$ cat config.mk
export PLATFORM = sky130hd
export DESIGN_NAME = pulse_handshake_tx
export DESIGN_NICKNAME = d
export VERILOG_FILES = /design/src/rtl/pulse_handshake_tx.sv
export SDC_FILE = /design/constraint.sdc
export NUM_CORES = 1
export LEC_CHECK = 0
export CAP_MARGIN = 15
export CORE_AREA = 5 5 42 44
export DETAILED_ROUTE_END_ITERATION = 16
export DIE_AREA = 0 0 47 49
export PLACE_DENSITY = 0.69
export SETUP_SLACK_MARGIN = 0.05
export SYNTH_ARGS = -nofsm -noshare
export SYNTH_HDL_FRONTEND = slang
export SYNTH_SLANG_ARGS = --single-unit
$ cat constraint.sdc
create_clock -name clk -period 7.7 [get_ports clk]
set_clock_uncertainty 0.15 [all_clocks]
set_input_delay 2.31 -clock clk [delete_from_list [all_inputs] [get_ports clk]]
set_output_delay 2.31 -clock clk [all_outputs]
set_load 0.03 [all_outputs]
$ cat src/rtl/pulse_handshake_tx.sv
// pulse_handshake_tx: source side of a toggle req/ack pulse crossing with a queued-event counter
module pulse_handshake_tx #(
   parameter int SYNC_STAGES = 2,
   parameter int CNT_W = 4
) (
   input  logic             clk,
   input  logic             rst_n,
   input  logic             in,
   input  logic             ack_tgl,
   input  logic             clr_ovf,
   output logic             req_tgl,
   output logic             busy,
   output logic             done,
   output logic [CNT_W-1:0] pending,
   output logic             overflow
);
   localparam logic [CNT_W-1:0] MAX = '1;
   typedef enum logic {IDLE, WAIT} state_t;
   state_t state, state_nxt;
   logic [SYNC_STAGES-1:0] sync;
   logic [CNT_W-1:0] pend_nxt;
   logic [CNT_W:0] total;
   logic ack_s, req_nxt, done_nxt, ovf_nxt, drop;
   assign ack_s = sync[SYNC_STAGES-1];
   assign busy = state == WAIT;
   always_ff @(posedge clk) begin
      if (!rst_n) begin
         state    <= IDLE;
         sync     <= '0;
         req_tgl  <= 1'b0;
         pending  <= '0;
         done     <= 1'b0;
         overflow <= 1'b0;
      end else begin
         state    <= state_nxt;
         sync     <= {sync[SYNC_STAGES-2:0], ack_tgl};
         req_tgl  <= req_nxt;
         pending  <= pend_nxt;
         done     <= done_nxt;
         overflow <= ovf_nxt;
      end
   end
   // a new event landing on the completion cycle is queued, then launched from IDLE next edge
   always_comb begin
      total     = {1'b0, pending} + (CNT_W+1)'(in);
      state_nxt = state;
      req_nxt   = req_tgl;
      pend_nxt  = pending;
      done_nxt  = 1'b0;
      drop      = 1'b0;
      if (state == IDLE) begin
         if (total != '0) begin
            req_nxt   = ~req_tgl;
            pend_nxt  = CNT_W'(total - 1'b1);
            state_nxt = WAIT;
         end
      end else begin
         if (ack_s == req_tgl) begin
            state_nxt = IDLE;
            done_nxt  = 1'b1;
         end
         if (in) begin
            pend_nxt = (pending != MAX) ? pending + 1'b1 : pending;
            drop     = pending == MAX;
         end
      end
      ovf_nxt = drop | (overflow & ~clr_ovf);
   end
endmodule
=== After elaboration in Yosys (flattened, before gate mapping) ===
Cells that the tools add are included.

* Logic and storage cells: 34
* Output and inout bits: 8
* Register bits: 10
* Input port bits: 5

* Mux-type cells: 10
* Eq/ne operators: 5
* Reductions and logical operators: 5
* Bitwise gates (word level): 5
* Add/subtract/negate cells: 3

{| class="wikitable"
|+ Operators by type and width
! cell !! count
|-
| 4-bit 2-to-1 mux || 4
|-
| 1-bit 2-to-1 mux || 6
|-
| 4-bit by 1-bit adder with 5-bit output || 1
|-
| 5-bit nonzero test || 1
|-
| 4-bit by 1-bit adder with 4-bit output (second input constant) || 1
|-
| 4-bit equality test (second input constant) || 1
|-
| 4-bit inequality test (second input constant) || 1
|-
| 2-bit AND reduction || 2
|-
| 4-bit by 1-bit subtractor with 4-bit output (second input constant) || 1
|-
| 1-bit NOT || 3
|-
| 3-bit AND reduction || 1
|-
| 2-bit by 1-bit inequality test with 1-bit output (second input constant) || 1
|-
| 2-bit inequality test (second input constant) || 1
|-
| 2-bit nonzero test || 1
|-
| 1-bit bitwise AND || 1
|-
| 1-bit equality test || 1
|-
| 1-bit bitwise OR || 1
|}

=== Longest topological paths before layout ===
* Depth after elaboration: 4
* Depth in mapped cells: 9
* Mapped depth without buffers: 9

=== Worst setup path after synthesis ===
OpenSTA, ideal clock, no wires.

* Path kind: input port to flip-flop
* Start: input in
* End: register pending[3]
* Stages: 9
* Data arrival time: 4105 ps
* Library setup time: 70 ps
* Data required time: 7480 ps
* Slack: 3375 ps
* Path buffers: 0
* Path through: ha_1 ha_1 inv_1 ha_1 nor2b_1 a21oi_4 a21oi_2 or4_1 a21oi_1

* Word-level cells in the longest chain between the ends: 4
* Elaborated cells between the ends (all ways): 8
* Classes of those cells: 2 x add/sub; 1 x eq/ne; 2 x mux; 3 x reduce/logical

{| class="wikitable"
|+ Ends and longest elaborated chain
! element !! line !! RTL
|-
| start, declared || 8 || <nowiki>input logic in,</nowiki>
|-
| 4-bit by 1-bit adder with 5-bit output || 45 || <nowiki>total = {1'b0, pending} + (CNT_W+1)'(in);</nowiki>
|-
| 4-bit by 1-bit subtractor with 4-bit output / 5-bit nonzero test (equally long branches) || 54, 52 ||
|-
| 4-bit 2-to-1 mux / 2-bit nonzero test (equally long branches) || - ||
|-
| 4-bit 2-to-1 mux / 3-bit AND reduction (equally long branches) || - ||
|-
| end signal, assigned || 38 || <nowiki>pending <= pend_nxt;</nowiki>
|-
| end, declared || 14 || <nowiki>output logic [CNT_W-1:0] pending,</nowiki>
|}

Parallel ways exist; a longest one is shown, timed or not. The select of a mux whose other input is x is not followed.
A chain may end at the register's enable or synchronous reset.

=== Worst setup path in the final report ===
Same ends and word-level chain as after synthesis.

==> flow_results.org <==
** Cells and area
- # diodes :: 0
- In the final design database the tool counted 91 nets.
- Most common cell after layout, fill and taps aside :: sky130_fd_sc_hd__clkdlybuf4s50_1
- The area growth from synthesis to layout is 27.9%.
- # fillers :: 151
- Proportion of layout cells with a drive suffix above 1 :: 0.114
- Layout Cells excl Fill :: 95
- Commonest cells after routing, fill and taps aside :: sky130_fd_sc_hd__clkdlybuf4s50_1, sky130_fd_sc_hd__dfxtp_1, sky130_fd_sc_hd__a21oi_1

** Setup path
- The worst setup path is captured at a flop.
- Cell chain of the critical path :: clkdlybuf4s50_1 > ha_1 > ha_1 > inv_1 > ha_1 > nor2b_1 > a21oi_4 > a21oi_2 > or4_1 > a21oi_1
- CP max stage cell :: sky130_fd_sc_hd__or4_1
- In this run the register-to-register setup slack is 5210 ps.
- Grouping stages by cell kind, the critical path spends the most delay in adder cells.
- The most numerous cell type found on the critical path is sky130_fd_sc_hd__ha_1.
- Worst path arrival time :: 4650 ps
- CP Launch Type :: input port
- Worst Path Required :: 7740 ps
- Counting both buffers and inverters, the worst setup path holds a total of 2.
- On the worst path, the slowest cell contributes a delay of 520 ps.
- The critical path in this run is classified as in -> reg.
- Of all nets on the critical path, the largest fanout is 6.

** Place
- In this run, placement finished with an instance count of 92.
- In this run the tool buffered the top-level ports with 12 buffer cells.
- Before CTS, the worst setup slack after placement is 2830 ps.
- The congestion estimate from routability-driven global placement came to 0.761.
- After legalization and detailed placement, the total HPWL measured 800 um.

** Drt
- Detailed router's first-iteration violation count :: 6
- Before antenna repair, the detailed router went through 4 iterations.
- Total via count after detailed routing :: 485
- Residual DRC count :: 0
- Once detail routing completed, the nets flagged for antenna violations numbered 0.
- Post-detailed-route via-to-cell ratio :: 5.11
- Total Routed Length :: 988 um
- In the final routed layout, each cell accounts on average for 10.4 um.

** Logic synthesis
- When the netlist entered floorplanning its net count stood at 75.
- Warnings, synthesis :: 0
- Area leader, netlist :: sky130_fd_sc_hd__dfxtp_1
- The synthesized netlist occupies a cell area of 557 sq um.
- The share of synthesized area in the top cell type comes to 0.360.
- Counting flops and latches in the post-synthesis netlist gives 10.
- The synthesized netlist contains 28 unique library cells.
- Fraction of the yosys area taken by sequential cells :: 0.360
- Area contributors post-synth :: sky130_fd_sc_hd__dfxtp_1, sky130_fd_sc_hd__ha_1, sky130_fd_sc_hd__a21oi_1
- Post-Syn Instances :: 65
- Average instance area after synthesis :: 8.57 sq um

** Power and ir drop
- IR Drop Worst-Case VDD :: 0.000175 V
- Summing internal, switching and leakage power gives 0.000299 W.
- P per Cell Area :: 420 mW/mm^2
- In this run the static leakage power is 0.298 nW.

** Global route
- Global routing finished with a remaining overflow of 0.
- For this run, the total global-route usage over all layers was measured as 0.103.
- The number of global-route vias before repair came to 459.
- Entering global routing, the biggest net connects 11 pins.
- Antenna violations before repair :: 0
- The first global-routing pass estimated 1.74 mm of wire.

** CTS
- Clock tree from TritonCTS :: done
- The root buffer cell chosen for the clock tree is sky130_fd_sc_hd__clkbuf_4.
- The number of gates resized after CTS was 0.
- Counting the buffers created by CTS gives 3.
- No sink is reached through more buffers than the 2 on the longest clock path.
- Clock-pin slew was measured on the worst setup and hold paths at 60 ps.
- For this design, the sink count on the clock tree is 10.
- Buffers added to address setup during post-CTS repair amount to 0.
- In this run the number of H-tree levels came out at 1.
- Clock latency reported for the late side of the worst-skew pair :: 250 ps
- Cts hold-fix bufs :: 0

** STA
- The final max-slew violation count came to 0.
- Worst Tran Pin Value :: 408 ps
- In this run the tightest slew margin relative to its limit is 0.728.
- Count of endpoints failing setup in the final report :: 0
- Setup slack on the critical path of the routed design comes to 3080 ps.
- Setup repair after global routing left no endpoint under its margin.
- Summed over all failing endpoints, the final setup total negative slack is 0 ps.
- The final hold violation count is 0.
- Max frequency :: 217 MHz
- The routed design could run at a clock period as short as 4620 ps.
- Tcrit/Tclk final :: 0.600

** Floorplanning
- In this run the count of I/O pins placed on the die edge is 13.
- Std-Cell Core Area :: 0.00140 sq mm
- The floorplan step set the die height to 49 um.
- Core Rows :: 14
- The initial utilization of the core area, before any placement, comes to 0.397.
- Area enclosed by the die boundary :: 0.00230 sq mm
- Width of the die :: 47 um

** Outcome
- The flow ran to the end, and the final reports show no timing, DRC or antenna violations.

** Hold path
- Worst min path class :: reg -> reg

** Flow run
- Count of max-cap constraint violations :: 0
## kinds of logic (layout without fill, tap and decap cells)
family,count (synthesis),in the layout,share of synthesized area
adder cells (fa/ha/maj),5,5,0.112
multiplexers,1,1,0.0180
buffers and inverters,7,21,0.0539
XOR/XNOR,3,3,0.0472
flip-flops,10,10,0.360
AO/OA/AOI/OAI,17,17,0.216
AND/OR/NAND/NOR,22,22,0.193
## cells in the mapped netlist
library cell / instances
sky130_fd_sc_hd__a21oi_2: 1
sky130_fd_sc_hd__dfxtp_1: 10
sky130_fd_sc_hd__or4_1: 1
sky130_fd_sc_hd__nor2_2: 1
sky130_fd_sc_hd__nor2_1: 6
sky130_fd_sc_hd__a21oi_1: 7
sky130_fd_sc_hd__a21oi_4: 1
sky130_fd_sc_hd__nand2_1: 5
sky130_fd_sc_hd__and2b_1: 1
sky130_fd_sc_hd__nor3_1: 1
sky130_fd_sc_hd__o21ai_0: 2
sky130_fd_sc_hd__nor2b_1: 1
sky130_fd_sc_hd__xor2_1: 2
sky130_fd_sc_hd__a211oi_1: 1
sky130_fd_sc_hd__buf_4: 1
sky130_fd_sc_hd__xnor2_1: 1
sky130_fd_sc_hd__a32oi_1: 1
sky130_fd_sc_hd__o31ai_1: 1
sky130_fd_sc_hd__ha_1: 5
sky130_fd_sc_hd__or3_1: 1
sky130_fd_sc_hd__a21o_2: 1
sky130_fd_sc_hd__inv_1: 5
sky130_fd_sc_hd__nand3_1: 3
sky130_fd_sc_hd__a31oi_1: 1
sky130_fd_sc_hd__a21boi_2: 1
sky130_fd_sc_hd__mux2i_1: 1
sky130_fd_sc_hd__and2_1: 2
sky130_fd_sc_hd__inv_2: 1
## worst register-to-register path, cell delays in order, from the launching register on
cell and delay [ps]:
sky130_fd_sc_hd__dfxtp_1 360, sky130_fd_sc_hd__ha_1 250, sky130_fd_sc_hd__ha_1 300, sky130_fd_sc_hd__inv_1 60, sky130_fd_sc_hd__ha_1 180, sky130_fd_sc_hd__nor2b_1 160
sky130_fd_sc_hd__a21oi_4 180, sky130_fd_sc_hd__a21oi_2 120, sky130_fd_sc_hd__or4_1 520, sky130_fd_sc_hd__a21oi_1 150
## state kept, by name, summed over array words and instances, names as in the netlist
name / flops
pending: 4
req_tgl: 1
overflow: 1
busy: 1
done: 1
sync: 2
## metal layers
metal / routed length [um] / track usage
met5: 0 / 0
met4: 0 / 0.0323
met3: 78 / 0.0664
met2: 487 / 0.170
met1: 421 / 0.102
## power by group
| part | switching, W | internal [W] |
|---|---|---|
| clock | 0.0000148 | 0.0000179 |
| sequential | 0.0000257 | 0.0000670 |
| combinational | 0.0000952 | 0.0000781 |
| total | 0.000136 | 0.000163 |
## final timing paths
path,start,endpoint,cells after the start
worst max-delay path,in,pending[3],10
worst max register to register,pending[0],pending[3],9
worst min register to register,sync[0],sync[1],1
worst min-delay path,sync[0],sync[1],1
## through the flow
stage	utilization	instance area, sq um	hold WS [ps]
2_1_floorplan	-	557	262
3_3_place_gp	0.492	689	268
3_5_place_dp	0.492	689	274
4_1_cts	0.508	712	288
5_1_grt	0.508	712	309
6_report	0.508	712	281
## area by class of cell
cell class,count,area [sq um],share of cell area
tap,16,20.0,0.0281
inverter,6,22.5,0.0316
timing repair buffer,12,120,0.169
sequential,10,200,0.281
clock buffer,3,22.5,0.0316
multi-input combinational,48,327,0.459
No activity file was read; power rests on OpenSTA's default activity.
